<file path="src/rtl/alarm_sequencer.sv">
// Alarm melody sequencer: steps through a fixed 8-note table, driving tone/tone_en
// for a tone_generator, with snooze, stop and optional auto-stop after MAX_LOOPS.
module alarm_sequencer #(
  parameter int unsigned UNIT_CYCLES  = 5000000,
  parameter int unsigned GAP_CYCLES   = 1000000,
  parameter int unsigned SNOOZE_UNITS = 6000,
  parameter int unsigned MAX_LOOPS    = 0
) (
  input  logic        clk,
  input  logic        rst,
  input  logic        start,
  input  logic        stop,
  input  logic        snooze,
  output logic [21:0] tone,
  output logic        tone_en,
  output logic [2:0]  note_idx,
  output logic        busy,
  output logic        snoozing,
  output logic        done
);

  localparam longint unsigned SNOOZE_LEN = 64'(SNOOZE_UNITS) * 64'(UNIT_CYCLES);
  localparam longint unsigned NOTE_MAX   = 64'd6 * 64'(UNIT_CYCLES);
  localparam longint unsigned GAP_LEN64  = 64'(GAP_CYCLES);
  localparam longint unsigned MAX_A      = (SNOOZE_LEN > NOTE_MAX) ? SNOOZE_LEN : NOTE_MAX;
  localparam longint unsigned LEN_MAX    = (MAX_A > GAP_LEN64) ? MAX_A : GAP_LEN64;
  localparam int TW = $clog2(LEN_MAX + 64'd1);

  localparam logic [TW-1:0] GAP_LOAD    = TW'(GAP_LEN64);
  localparam logic [TW-1:0] SNOOZE_LOAD = TW'(SNOOZE_LEN);

  typedef enum logic [1:0] {IDLE, PLAY, GAP, SNOOZE} state_t;

  function automatic logic [21:0] tbl_tone(input logic [2:0] i);
    case (i)
      3'd0:    return 22'd95602;
      3'd1:    return 22'd75873;
      3'd2:    return 22'd63775;
      3'd3:    return 22'd47755;
      3'd4:    return 22'd0;
      3'd5:    return 22'd63775;
      3'd6:    return 22'd47755;
      default: return 22'd0;
    endcase
  endfunction

  function automatic logic [2:0] tbl_units(input logic [2:0] i);
    case (i)
      3'd3, 3'd6: return 3'd4;
      3'd7:       return 3'd6;
      default:    return 3'd2;
    endcase
  endfunction

  function automatic logic [TW-1:0] note_len(input logic [2:0] i);
    return TW'(64'(tbl_units(i)) * 64'(UNIT_CYCLES));
  endfunction

  state_t          state;
  logic [TW-1:0]   timer;
  logic [7:0]      loops;
  logic [8:0]      loops_next;
  logic            last_loop;
  logic            timer_last;
  logic            running;
  logic            play_go;
  logic [2:0]      play_idx;

  // Timer holds the remaining cycles of the current state, so it expires at 1.
  assign timer_last = (timer == TW'(1));
  assign running    = (state == PLAY) || (state == GAP);
  assign loops_next = {1'b0, loops} + 9'd1;
  assign last_loop  = (MAX_LOOPS != 0) && (loops_next >= 9'(MAX_LOOPS));

  // Every way into PLAY is resolved here so the sequential block loads a note once.
  always_comb begin
    play_go  = 1'b0;
    play_idx = note_idx + 3'd1;
    if (!stop && !(snooze && running)) begin
      case (state)
        IDLE: begin
          play_go  = start;
          play_idx = 3'd0;
        end
        GAP:    play_go = timer_last && !((note_idx == 3'd7) && last_loop);
        SNOOZE: begin
          play_go  = timer_last;
          play_idx = 3'd0;
        end
        default: play_go = 1'b0;
      endcase
    end
  end

  always_ff @(posedge clk) begin
    if (rst) begin
      state    <= IDLE;
      tone     <= '0;
      tone_en  <= 1'b0;
      note_idx <= '0;
      busy     <= 1'b0;
      snoozing <= 1'b0;
      done     <= 1'b0;
      timer    <= '0;
      loops    <= '0;
    end else begin
      done <= 1'b0;
      if (stop) begin
        state    <= IDLE;
        tone     <= '0;
        tone_en  <= 1'b0;
        note_idx <= '0;
        busy     <= 1'b0;
        snoozing <= 1'b0;
        timer    <= '0;
        loops    <= '0;
      end else if (snooze && running) begin
        state    <= SNOOZE;
        timer    <= SNOOZE_LOAD;
        tone_en  <= 1'b0;
        snoozing <= 1'b1;
      end else if (play_go) begin
        state    <= PLAY;
        note_idx <= play_idx;
        tone     <= tbl_tone(play_idx);
        tone_en  <= (tbl_tone(play_idx) != '0);
        timer    <= note_len(play_idx);
        busy     <= 1'b1;
        snoozing <= 1'b0;
        if (state != GAP)
          loops <= '0;
        else if (note_idx == 3'd7)
          loops <= loops_next[7:0];
      end else begin
        case (state)
          PLAY: begin
            if (timer_last) begin
              state   <= GAP;
              timer   <= GAP_LOAD;
              tone_en <= 1'b0;
            end else begin
              timer <= timer - TW'(1);
            end
          end
          GAP: begin
            // Only the final-loop expiry reaches here; other expiries went via play_go.
            if (timer_last) begin
              state    <= IDLE;
              tone     <= '0;
              tone_en  <= 1'b0;
              note_idx <= '0;
              busy     <= 1'b0;
              timer    <= '0;
              loops    <= '0;
              done     <= 1'b1;
            end else begin
              timer <= timer - TW'(1);
            end
          end
          SNOOZE: timer <= timer - TW'(1);
          default: ;
        endcase
      end
    end
  end

endmodule

</file>
<file path="config.mk">
export PLATFORM = sky130hd
export DESIGN_NAME = alarm_sequencer
export DESIGN_NICKNAME = d
export VERILOG_FILES = /design/src/rtl/alarm_sequencer.sv
export SDC_FILE = /design/constraint.sdc
export NUM_CORES = 1
export LEC_CHECK = 0
export BUFFER_PORTS_ARGS = -buffer_cell sky130_fd_sc_hd__buf_2
export CORE_MARGIN = 1
export CORE_UTILIZATION = 40
export CTS_CLUSTER_DIAMETER = 100
export DETAILED_ROUTE_END_ITERATION = 12
export HOLD_SLACK_MARGIN = 0.02
export PLACE_DENSITY = 0.71
export SLEW_MARGIN = 20
export SYNTH_ARGS = -nofsm -noshare
export SYNTH_HDL_FRONTEND = slang
export SYNTH_SLANG_ARGS = --single-unit
</file>
<file path="constraint.sdc">
create_clock -name clk -period 2.69 [get_ports clk]
set_input_delay 0.4035 -clock clk [delete_from_list [all_inputs] [get_ports clk]]
set_output_delay 0.4035 -clock clk [all_outputs]
set_load 0.03 [all_outputs]
</file>
Word level (Yosys, flattened, before mapping). Cells that the tools add are included.

Add/sub/neg operators: 2. Multiply operators: 1. Divide/modulo/power cells: 0. $lt $le $gt $ge: 0. Eq/ne operators: 12. Shift operators: 0. Multiplexer cells: 38. Bitwise gates (word level): 2. Reductions and logical operators: 28.

Operators with widths (count): 2-to-1 mux 22 bit (7); 2-to-1 mux 35 bit (4); case mux 35 bit (3 select lines) (1); case mux 17 bit (4 select lines) (1); equality test 35 x 1 -> 1 bit (second input constant) (1); subtractor 35 x 1 -> 35 bit (second input constant) (1); 2-to-1 mux 3 bit (9); nonzero test 22 bit (1); multiplier 3 x 17 -> 20 bit (second input constant) (1); OR reduction 2 bit (6); equality test 3 bit (second input constant) (3); 2-to-1 mux 1 bit (9); 2-to-1 mux 2 bit (4); != test 4 x 3 -> 1 bit (second input constant) (2); nonzero test 2 bit (4); nonzero test 4 bit (2); equality test 3 x 2 -> 1 bit (second input constant) (2); case mux 3 bit (2 select lines) (1); AND reduction 3 bit (2); nonzero test 5 bit (1); OR reduction 5 bit (1); equality test 2 bit (second input constant) (2); case mux 2 bit (2 select lines) (1); OR reduction 4 bit (1); 13 further kinds (16).

Flip-flop bits (word level): 66. Latch bits: 0. Bits in writable memories: 0. Memory bits (read-only): 0. Input port bits: 5. Memories: 0.

Depth between registers and ports, before layout. Gate-level depths: netlist of the first run.

Depth after elaboration: 16. Mapped depth: 10. Gate-level depth less buffers: 8.

Worst setup path after synthesis of the first run. OpenSTA, ideal clock, no wires.

Kind: reg-to-reg. From: register timer[10]. To: register timer[22]. Setup time: 0.132 ns. Arrival time: 2.468 ns. Required time: 2.558 ns. Path slack: 0.090 ns. Cell stages (with the launch flop): 10. Path buffers: 3. Path through: dfxtp_1 -> or3_1 -> buf_2 -> or4_4 -> buf_6 -> nor4_2 -> a21oi_1 -> buf_2 -> a22oi_1 -> a21oi_1.

Cells in the longest elaborated chain, start to end: 4.

RTL lines: start: declaration (RTL line 60) `logic [TW-1:0] timer;`; start signal: assignment (RTL line 127) `timer <= note_len(play_idx);`; start signal: assignment (RTL line 142) `timer <= timer - TW'(1);`; start signal: assignment (RTL line 157) `timer <= timer - TW'(1);`; subtractor 35 x 1 -> 35 bit / equality test 35 x 1 -> 1 bit (equally long branches); 2-to-1 mux 35 bit (tied with other cells) (RTL line 147) `if (timer_last) begin`; case mux 35 bit (3 select lines) / 2-to-1 mux 1 bit (equally long branches) (RTL line 135, 79); 2-to-1 mux 35 bit / nonzero test 4 bit (equally long branches).

Several ways; a longest one is shown, not always the timed one. A chain may end at the register's enable or synchronous reset.

Worst setup path in the final report of the first run.
From: register timer[1]. To: register note_idx[2].

Cells in the longest elaborated chain, start to end: 5.

RTL lines: equality test 35 x 1 -> 1 bit (*) (RTL line 70) `assign timer_last = (timer == TW'(1));`; case mux 1 bit (2 select lines) (RTL line 80) `case (state)`; 2-to-1 mux 1 bit (RTL line 79) `if (!stop && !(snooze && running)) begin`; nonzero test 2 bit (no source line); AND reduction 3 bit (no source line); end signal: assignment (RTL line 124) `note_idx <= play_idx;`; end: declaration (RTL line 16) `output logic [2:0] note_idx,`.

Every way passes the cells marked *; elsewhere a longest branch is shown, timed or not.

==> results of run 1 <==
## layout by cell type (no fill, tap or decap), types with 12 or more instances in the layout
master | Yosys | final
o21ai_0 | 20 | 20
buf_4 | 13 | 44
xor2_1 | 13 | 13
a21oi_1 | 31 | 29
nor3_1 | 29 | 29
nand3_1 | 18 | 18
buf_2 | 2 | 28
nor4_1 | 13 | 12
nand2_1 | 48 | 48
nor2_1 | 29 | 28
dfxtp_1 | 53 | 53
## how the worst min path moves through the flow
| stage | startpoint | end |
|---|---|---|
| floorplan | timer[12]$_SDFFE_PP0P_ | timer[12]$_SDFFE_PP0P_ |
| global placement | busy$_SDFFE_PP0P_ | busy$_SDFFE_PP0P_ |
| detailed placement | busy$_SDFFE_PP0P_ | busy$_SDFFE_PP0P_ |
| CTS | busy$_SDFFE_PP0P_ | busy$_SDFFE_PP0P_ |
| global route | busy$_SDFFE_PP0P_ | busy$_SDFFE_PP0P_ |
| finish | busy$_SDFFE_PP0P_ | busy$_SDFFE_PP0P_ |
## layer usage
metal	share of wire	global-route usage
met5	0	0
met4	0.019	0.0701
met3	0.081	0.0360
met2	0.45	0.370
met1	0.45	0.308
## power groups by stage
stage / logic (mW) / clock network (mW) / registers (mW)
after floorplan: 0.465 / 0 / 0.873
after global placement: 0.670 / 0 / 0.865
after detailed placement: 0.681 / 0 / 0.867
after CTS: 0.689 / 0.494 / 0.850
after global routing: 0.776 / 0.527 / 0.856
final: 0.722 / 0.489 / 0.851
## per-stage QoR
stage          total power, mW  TNS [ps]
2_1_floorplan             1.34         0
3_3_place_gp              1.54      -217
3_5_place_dp              1.55      -136
4_1_cts                   2.03         0
5_1_grt                   2.16     -87.3
6_report                  2.06         0
## sequential cells by signal, indices dropped and copies added, names as in the netlist
name,flops
note_idx,3
snoozing,1
done,1
state,2
tone_en,1
tone,9
busy,1
timer,35
## worst min-delay path: stages, from the launching register on
cell     delay [ps]
dfxtp_1         330
nand2_1          50
nand2_1          40
## final cells by class
type	count	area [µm²]
repair buffers	72	470
clock buffers	5	68.8
flip-flops and latches	53	1060
well taps	102	128
clock inverters	3	25.0
multi-input cells	322	1970
fillers	743	3970
inverters	9	33.8
## cells by family after synthesis
family / synth area share
AOI/OAI and AO/OA: 0.224
xor gates and xnor gates: 0.0520
adders and majority gates: 0.0274
buffers and inverters: 0.0688
DFF: 0.332
other: 0.00117
and+or+nand+nor: 0.296
## cells in the mapped netlist, types with 4 or more instances
cell       n  area, µm²
nor2b_1    5       31.3
or2_2      5       31.3
xor2_1    13        114
dfxtp_1   53       1060
inv_1      9       33.8
o211ai_1   7       52.6
ha_1       7       87.6
nand4_1    4       25.0
nor4_1    13       81.3
o31ai_1    6       45.0
a21oi_1   31        155
o21ai_0   20        100
nand3_1   18       90.1
a31oi_1    9       56.3
nor3_1    29        145
a211oi_1   4       30.0
or4_1      7       52.6
xnor2_1    6       52.6
buf_4     13       97.6
nor2_1    29        109
or3_1     10       62.6
nand2_1   48        180
clkbuf_1  17       63.8
a22o_1     6       52.6
## what timing repair did
item                                    in CTS  in global routing
resized for setup                            4                  4
endpoints found under the setup margin       8                 20
pin swaps                                    0                  4
setup buffers                                0                  2
==> metrics, run 1 <==
Die Span X=91.5 µm; layout cells sized above 1=0.224; Largest stage delay, worst path=600 ps; Avg WL per Cell=16.7 µm; final core utilization=0.486; Post-Layout Inst Area=0.00376 mm²; number of global-route vias before repair=3042; leakage=1.54 nW; DRC violations left=0; Routed Antenna Nets=0; Critical Path Start=timer[1]$_SDFFE_PP0P_; sw frac=0.377; Final Critical Period=2640 ps; Clk Latency, worst-skew pair=320 ps; Final Setup Violations=0; largest net degree at the start of global routing=19; Worst path depth=8; worst-case reg-to-reg path depth=8; starting density of the core=0.414; number of synthesized register bits=53; status=finished, final reports clean; worst path cell trace=inv_1, ha_1, or4b_2, or4_1, o41ai_2, a21oi_2, o21ai_0, o41ai_1; hold path depth=2; slowest CP cell=or4b_2; Final HPWL DP=6.87 mm; RSZ-0062 raised after global routing=true; maximum vdd ir drop=269 µV; Post-synth ARST share=0; Clk pwr share=0.237; Placed Area=0.00361 mm²; drt first-iter violations=368; Mapped Area=0.00320 mm²; Clock Skews=14.8 ps; Comb power frac=0.350; Reg-to-Reg End=note_idx[2]$_SDFFE_PP0P_; crit path DAT=2860 ps; Area growth syn-to-layout=17.4%; Longest Clk Path Bufs=2; Worst Path Required=2910 ps; pwr dens=548 mW/mm²; Yosys warning total=0; WS Path Type=reg2reg; Die Height=91.5 µm; num ports=34; DR pass1 iterations=5; FP Rows=32; CP bufs+invs=1; Non-Filler Instances=566; fmax=379 MHz; GP Congestion=0.958; Flop pwr share=0.413; EDFF count, synth=0; Congestion Overflow GR=0; Placed Cells=556; Worst-path clk slew=110 ps; setup ws final=53.9 ps; crit start category=flip-flop; routed vias=3387; WL final=9.48 mm; initial antenna violation count=0; root buffer cell=clkbuf_8; P_sw=0.778 mW; worst reg-to-reg setup slack=50 ps; CTS tree=done; first-pass GRT wire length=15.0 mm; post-synthesis cell type count=53; crit-path leading delay family=simple AND/OR/NAND/NOR gates; Min Hold Slack=450 ps; die area=0.00836 mm²; # hold bufs at CTS=0; Rel. slew slack=0.513; Avg Inst Size Synth=7.73 µm²; Setup crit end kind=flip-flop; worst setup path endpoint=note_idx[2]$_SDFFE_PP0P_; Ant. Diodes=0; P_int=1.28 mW; final cycle utilization of the critical path=0.980; clock sink total=53; worst r2r src=timer[1]$_SDFFE_PP0P_; CTS H-tree depth=2; layout net count=475; Post-synth top flop=dfxtp_1; register area share after synthesis=0.332; CTS Buf Count=5; Max-Cap Viols=0; Hold Vio Cnt, Final=0; Hold Path Class=reg2reg; via/cell ratio=5.98; Slew Viols, Final=0; Worst-Margin Slew=730 ps; area of the core=0.00773 mm²; pre-CTS setup slack=-28.3 ps; PortBufs=28; GRT Util Overall=0.228; Gate Count Post-Synth=414; critical path fanouts, max=13
(Power assumes the default switching activity.)
==> inputs of run 2 (changes only) <==
- CORE_UTILIZATION: 40 -> 25
- PLACE_DENSITY: 0.71 -> 0.53
- RECOVER_POWER: not set -> 50
==> metrics, run 2 (synthesis results as in run 1) <==
Non-Filler Instances=642 (+13%); Worst-path clk slew=70 ps (-40 ps); Die Height=115 µm (+26%); Worst Hold Launch=busy$_SDFFE_PP0P_; routed vias=3297 (-2.7%); Congestion Overflow GR=0 (unchanged); PortBufs=28 (unchanged); final cycle utilization of the critical path=0.967 (-0.0129); RSZ-0062 raised after global routing=false; drt first-iter violations=288 (-22%); fmax=384 MHz (+1.3%); clock sink total=53 (unchanged); Biggest register=timer; Max-Cap Viols=0 (unchanged); DRC violations left=0 (unchanged); Avg WL per Cell=15.4 µm (-8.1%); via/cell ratio=5.14 (-14%); crit start category=flip-flop; leakage=1.51 nW (-1.6%); FP Rows=40 (+25%); Rel. slew slack=0.351 (-0.163); status=finished, final reports clean; maximum vdd ir drop=259 µV (-3.8%); Final HPWL DP=7.41 mm (+7.9%); num ports=34 (unchanged); largest net degree at the start of global routing=17 (-2); root buffer cell=clkbuf_16; layout cells sized above 1=0.184 (-0.0406); die area=0.0133 mm² (+59%); area of the core=0.0123 mm² (+59%); WL final=9.88 mm (+4.3%); initial antenna violation count=0 (unchanged); CTS tree=done; Final Setup Violations=0 (unchanged); Setup crit end kind=flip-flop; layout net count=485 (+2.1%); CTS H-tree depth=2 (unchanged); Final Critical Period=2600 ps (-34.8 ps); Die Span X=115 µm (+26%); Slew Viols, Final=0 (unchanged); Hold Path Class=reg2reg; DR pass1 iterations=5 (unchanged); Worst-Margin Slew=964 ps (+234 ps); Placed Cells=631 (+13%); top flop regs=timer (35), tone (9), note_idx (3); WS Path Type=reg2reg; most frequent cells in the layout=dfxtp_1, buf_4, nand2_1; crit path DAT=2790 ps (-70 ps); worst r2r src=timer[14]$_SDFFE_PP0P_; Worst Path Required=2880 ps (-30 ps); Ant. Diodes=0 (unchanged); Critical Path Start=timer[14]$_SDFFE_PP0P_; starting density of the core=0.261 (-0.153); Clk Latency, worst-skew pair=300 ps (-20 ps); Min Hold Slack=445 ps (-5.86 ps); setup tns final=0 ps (unchanged); # hold bufs at CTS=0 (unchanged); number of global-route vias before repair=3176 (+4.4%); Longest Clk Path Bufs=2 (unchanged); GRT Util Overall=0.158 (-0.0701); pwr dens=570 mW/mm² (+4.0%); Clock Skews=9.41 ps (-5.39 ps); Largest register FFs=35 (unchanged); Routed Antenna Nets=0 (unchanged); first-pass GRT wire length=16.4 mm (+8.7%); CTS Buf Count=5 (unchanged); Hold Vio Cnt, Final=0 (unchanged); critical path fanouts, max=7 (-6); Area growth syn-to-layout=23.4%; GP Congestion=0.925 (-3.4%)
==> run 2: cell types whose count changed in the layout (fill, tap and decap cells not counted), sizes merged <==
cell and delta:
buf -15, clkbuf +26, clkinv +1, clkinvlp -1, inv -1
==> run 2: critical path, stage by stage, from the launching register on <==
cell and delay, ps:
dfxtp_1 350, or3_1 410, or4_4 580, o31a_4 440, o21ai_1 340, a21oi_1 70, o221a_2 300
==> run 2: layer usage <==
metal | GRT usage | routed length [µm] | share of wire
met5 | 0 | 0 | 0
met4 | 0.0459 | 134 | 0.014
met3 | 0.0232 | 601 | 0.061
met2 | 0.257 | 4480 | 0.45
met1 | 0.215 | 4660 | 0.47
==> run 2: repair_timing <==
item / in CTS / in global routing
buffers inserted: 0 / 3
endpoints found under the setup margin: 0 / 23
resized for setup: 0 / 7
==> run 2: report_power, final <==
| group | switching [mW] | internal (mW) | leakage [nW] |
|---|---|---|---|
| sequential | 0.0308 | 0.818 | 0.430 |
| combinational | 0.448 | 0.275 | 1.01 |
| clock | 0.309 | 0.372 | 0.0768 |
| total | 0.788 | 1.46 | 1.51 |
==> run 2: through the flow <==
stage	setup WS, ps	utilization	power [mW]	cell area [µm²]
floorplan	90.1	-	1.34	3220
global placement	86.6	0.307	1.56	3760
detailed placement	46.8	0.307	1.56	3760
CTS	28.2	0.319	2.25	3920
global route	2.80	0.322	2.37	3950
finish	88.7	0.322	2.25	3950
==> run 2: cell type report <==
type	instances	area, µm²
clock buffers	6	139
clock inverters	2	13.8
fillers	1318	8310
inverters	9	33.8
multi-input cells	322	1980
flip-flops and latches	53	1060
well taps	168	210
repair buffers	82	513
==> run 2: path summary, 6_finish.rpt <==
check                                end  slack, ps  cells after the start
setup reg to reg  timer[15]$_SDFFE_PP0P_         90                      6
hold / removal         busy$_SDFFE_PP0P_        440                      2
setup / recovery  timer[15]$_SDFFE_PP0P_         90                      6
hold reg to reg        busy$_SDFFE_PP0P_        440                      2
==> inputs of run 3 (changes only) <==
--- a/config.mk
+++ b/config.mk
@@ -13,2 +13,3 @@
 export HOLD_SLACK_MARGIN = 0.02
+export MAX_ROUTING_LAYER = met4
 export PLACE_DENSITY = 0.53
==> constraint.sdc (replaced) <==
create_clock -name clk -period 2.69 [get_ports clk]
set_input_delay 0.538 -clock clk [delete_from_list [all_inputs] [get_ports clk]]
set_output_delay 0.538 -clock clk [all_outputs]
set_load 0.03 [all_outputs]
==> metrics, run 3 (synthesis results as in run 1) <==
Routed Antenna Nets=0 (unchanged); DRC violations left=0 (unchanged); drt first-iter violations=325 (+13%); Biggest register=timer; # hold bufs at CTS=0 (unchanged); CP bufs+invs=0 (unchanged); CTS Buf Count=5 (unchanged); setup tns final=0 ps (unchanged); via/cell ratio=5.25 (+2.2%); crit start category=flip-flop; slowest CP cell=or4_4; critical path fanouts, max=7 (unchanged); worst setup path endpoint=timer[15]$_SDFFE_PP0P_; clock sink total=53 (unchanged); Largest register FFs=35 (unchanged); worst-case reg-to-reg path depth=6 (unchanged); CTS H-tree depth=2 (unchanged); Largest stage delay, worst path=590 ps (about the same); Final Setup Violations=0 (unchanged); top flop regs=timer (35), tone (9), note_idx (3); WS Path Type=reg2reg; number of global-route vias before repair=3220 (+1.4%); Clk Latency, worst-skew pair=290 ps (about the same); GRT Util Overall=0.162 (+0.00442); most common cell after layout, fill and taps aside=buf_4; pwr dens=570 mW/mm² (about the same); DR pass1 iterations=5 (unchanged); Tot Pwr=2.25 mW (about the same); worst reg-to-reg setup slack=110 ps (+20 ps); PortBufs=28 (unchanged); RSZ-0062 raised after global routing=true; Reg-to-Reg End=timer[15]$_SDFFE_PP0P_; Congestion Overflow GR=0 (unchanged); worst r2r src=timer[14]$_SDFFE_PP0P_; Slew Viols, Final=0 (unchanged); die area=0.0133 mm² (unchanged); crit-path leading delay family=compound AO/OA/AOI/OAI gates; Die Height=115 µm (unchanged); Avg WL per Cell=15.6 µm (+1.3%); most frequent cells in the layout=buf_4, dfxtp_1, nand2_1; num ports=34 (unchanged); Clock Skews=4.92 ps (-4.49 ps); Worst Path Required=2870 ps (about the same); starting density of the core=0.261 (unchanged); area of the core=0.0123 mm² (unchanged); GP Congestion=0.938 (+1.4%); Worst-Margin Slew=797 ps (-167 ps); maximum vdd ir drop=279 µV (+7.8%); leakage=1.52 nW (+0.40%); routed vias=3371 (+2.2%); Longest Clk Path Bufs=2 (unchanged); WL final=10.0 mm (+1.3%); first-pass GRT wire length=16.3 mm (about the same); Final Critical Period=2580 ps (-23.0 ps); layout net count=485 (unchanged); Worst path depth=6 (unchanged); Max-Cap Viols=0 (unchanged); Worst Hold Launch=busy$_SDFFE_PP0P_; Die Span X=115 µm (unchanged); layout cells sized above 1=0.188 (+0.00422); root buffer cell=clkbuf_16; worst path cell trace=or3_1, or4_4, o31a_4, o21ai_1, a21oi_1, o221a_2; Setup crit end kind=flip-flop; Final HPWL DP=7.47 mm (+0.80%); Rel. slew slack=0.463 (+0.113); Ant. Diodes=0 (unchanged); hold path depth=2 (unchanged); Critical Path Start=timer[14]$_SDFFE_PP0P_; fmax=388 MHz (+0.89%); status=finished, final reports clean; crit path DAT=2760 ps (-30 ps); final cycle utilization of the critical path=0.958 (-0.00856); largest net degree at the start of global routing=17 (unchanged); Hold Path Class=reg2reg; FP Rows=40 (unchanged); Worst-path clk slew=70 ps (about the same); Area growth syn-to-layout=23.5% (about the same); CTS tree=done; Hold Vio Cnt, Final=0 (unchanged); initial antenna violation count=0 (unchanged)
==> run 3: changes by cell type in the layout (fill, tap and decap cells not counted) <==
cell      delta
a211oi_2     +1
a211oi_4     -1
buf_4        +1
clkbuf_2     -1
nor2_1       -1
nor2_2       +1
nor4_1       -1
nor4_2       +1
==> run 3: per-stage QoR <==
step / instance area [µm²] / setup WS (ps) / util / std cells / hold WS (ps)
after detailed placement: 3750 / 49.7 / 0.306 / 630 / 436
after floorplan: 3220 / 90.1 / - / 418 / 466
after global placement: 3750 / 81.3 / 0.306 / 630 / 435
after CTS: 3910 / 32.4 / 0.319 / 638 / 448
after global routing: 3950 / -6.55 / 0.322 / 642 / 487
final: 3950 / 112 / 0.322 / 642 / 448
==> run 3: final cells by class <==
| type | instances | area [µm²] |
|---|---|---|
| Tap cell | 168 | 210 |
| Clock inverter | 2 | 13.8 |
| Fill cell | 1311 | 8310 |
| Sequential cell | 53 | 1060 |
| Inverter | 9 | 33.8 |
| Timing Repair Buffer | 82 | 515 |
| Multi-Input combinational cell | 322 | 1980 |
| Clock buffer | 6 | 139 |
==> run 3: power breakdown <==
part,internal [mW],leakage (nW),total (mW),switching [mW]
Sequential,0.818,0.430,0.850,0.0318
Combinational,0.276,1.01,0.730,0.454
Clock,0.371,0.0768,0.675,0.303
Total,1.47,1.52,2.25,0.789
==> run 3: worst min path at each step <==
stage                                         to
after floorplan           timer[12]$_SDFFE_PP0P_
after global placement         busy$_SDFFE_PP0P_
after detailed placement       busy$_SDFFE_PP0P_
after CTS                      busy$_SDFFE_PP0P_
after global routing       tone[10]$_SDFFE_PP0P_
final                          busy$_SDFFE_PP0P_
==> run 3: timing repair <==
item | CTS | global route
gates resized for setup | 0 | 8
setup buffers | 0 | 4
setup endpoints to repair | 0 | 25
==> run 3: worst register-to-register path, cell delays in order, from the launching register on <==
cell     delay [ps]
dfxtp_1         350
or3_1           410
or4_4           590
o31a_4          360
o21ai_1         370
a21oi_1          90
o221a_2         310
==> run 3: metal layers <==
layer / share of wire / wire [µm] / track usage
met1: 0.47 / 4690 / 0.209
met2: 0.45 / 4540 / 0.252
met3: 0.048 / 483 / 0.0237
met4: 0.030 / 305 / 0.0675
met5: 0 / 0 / -
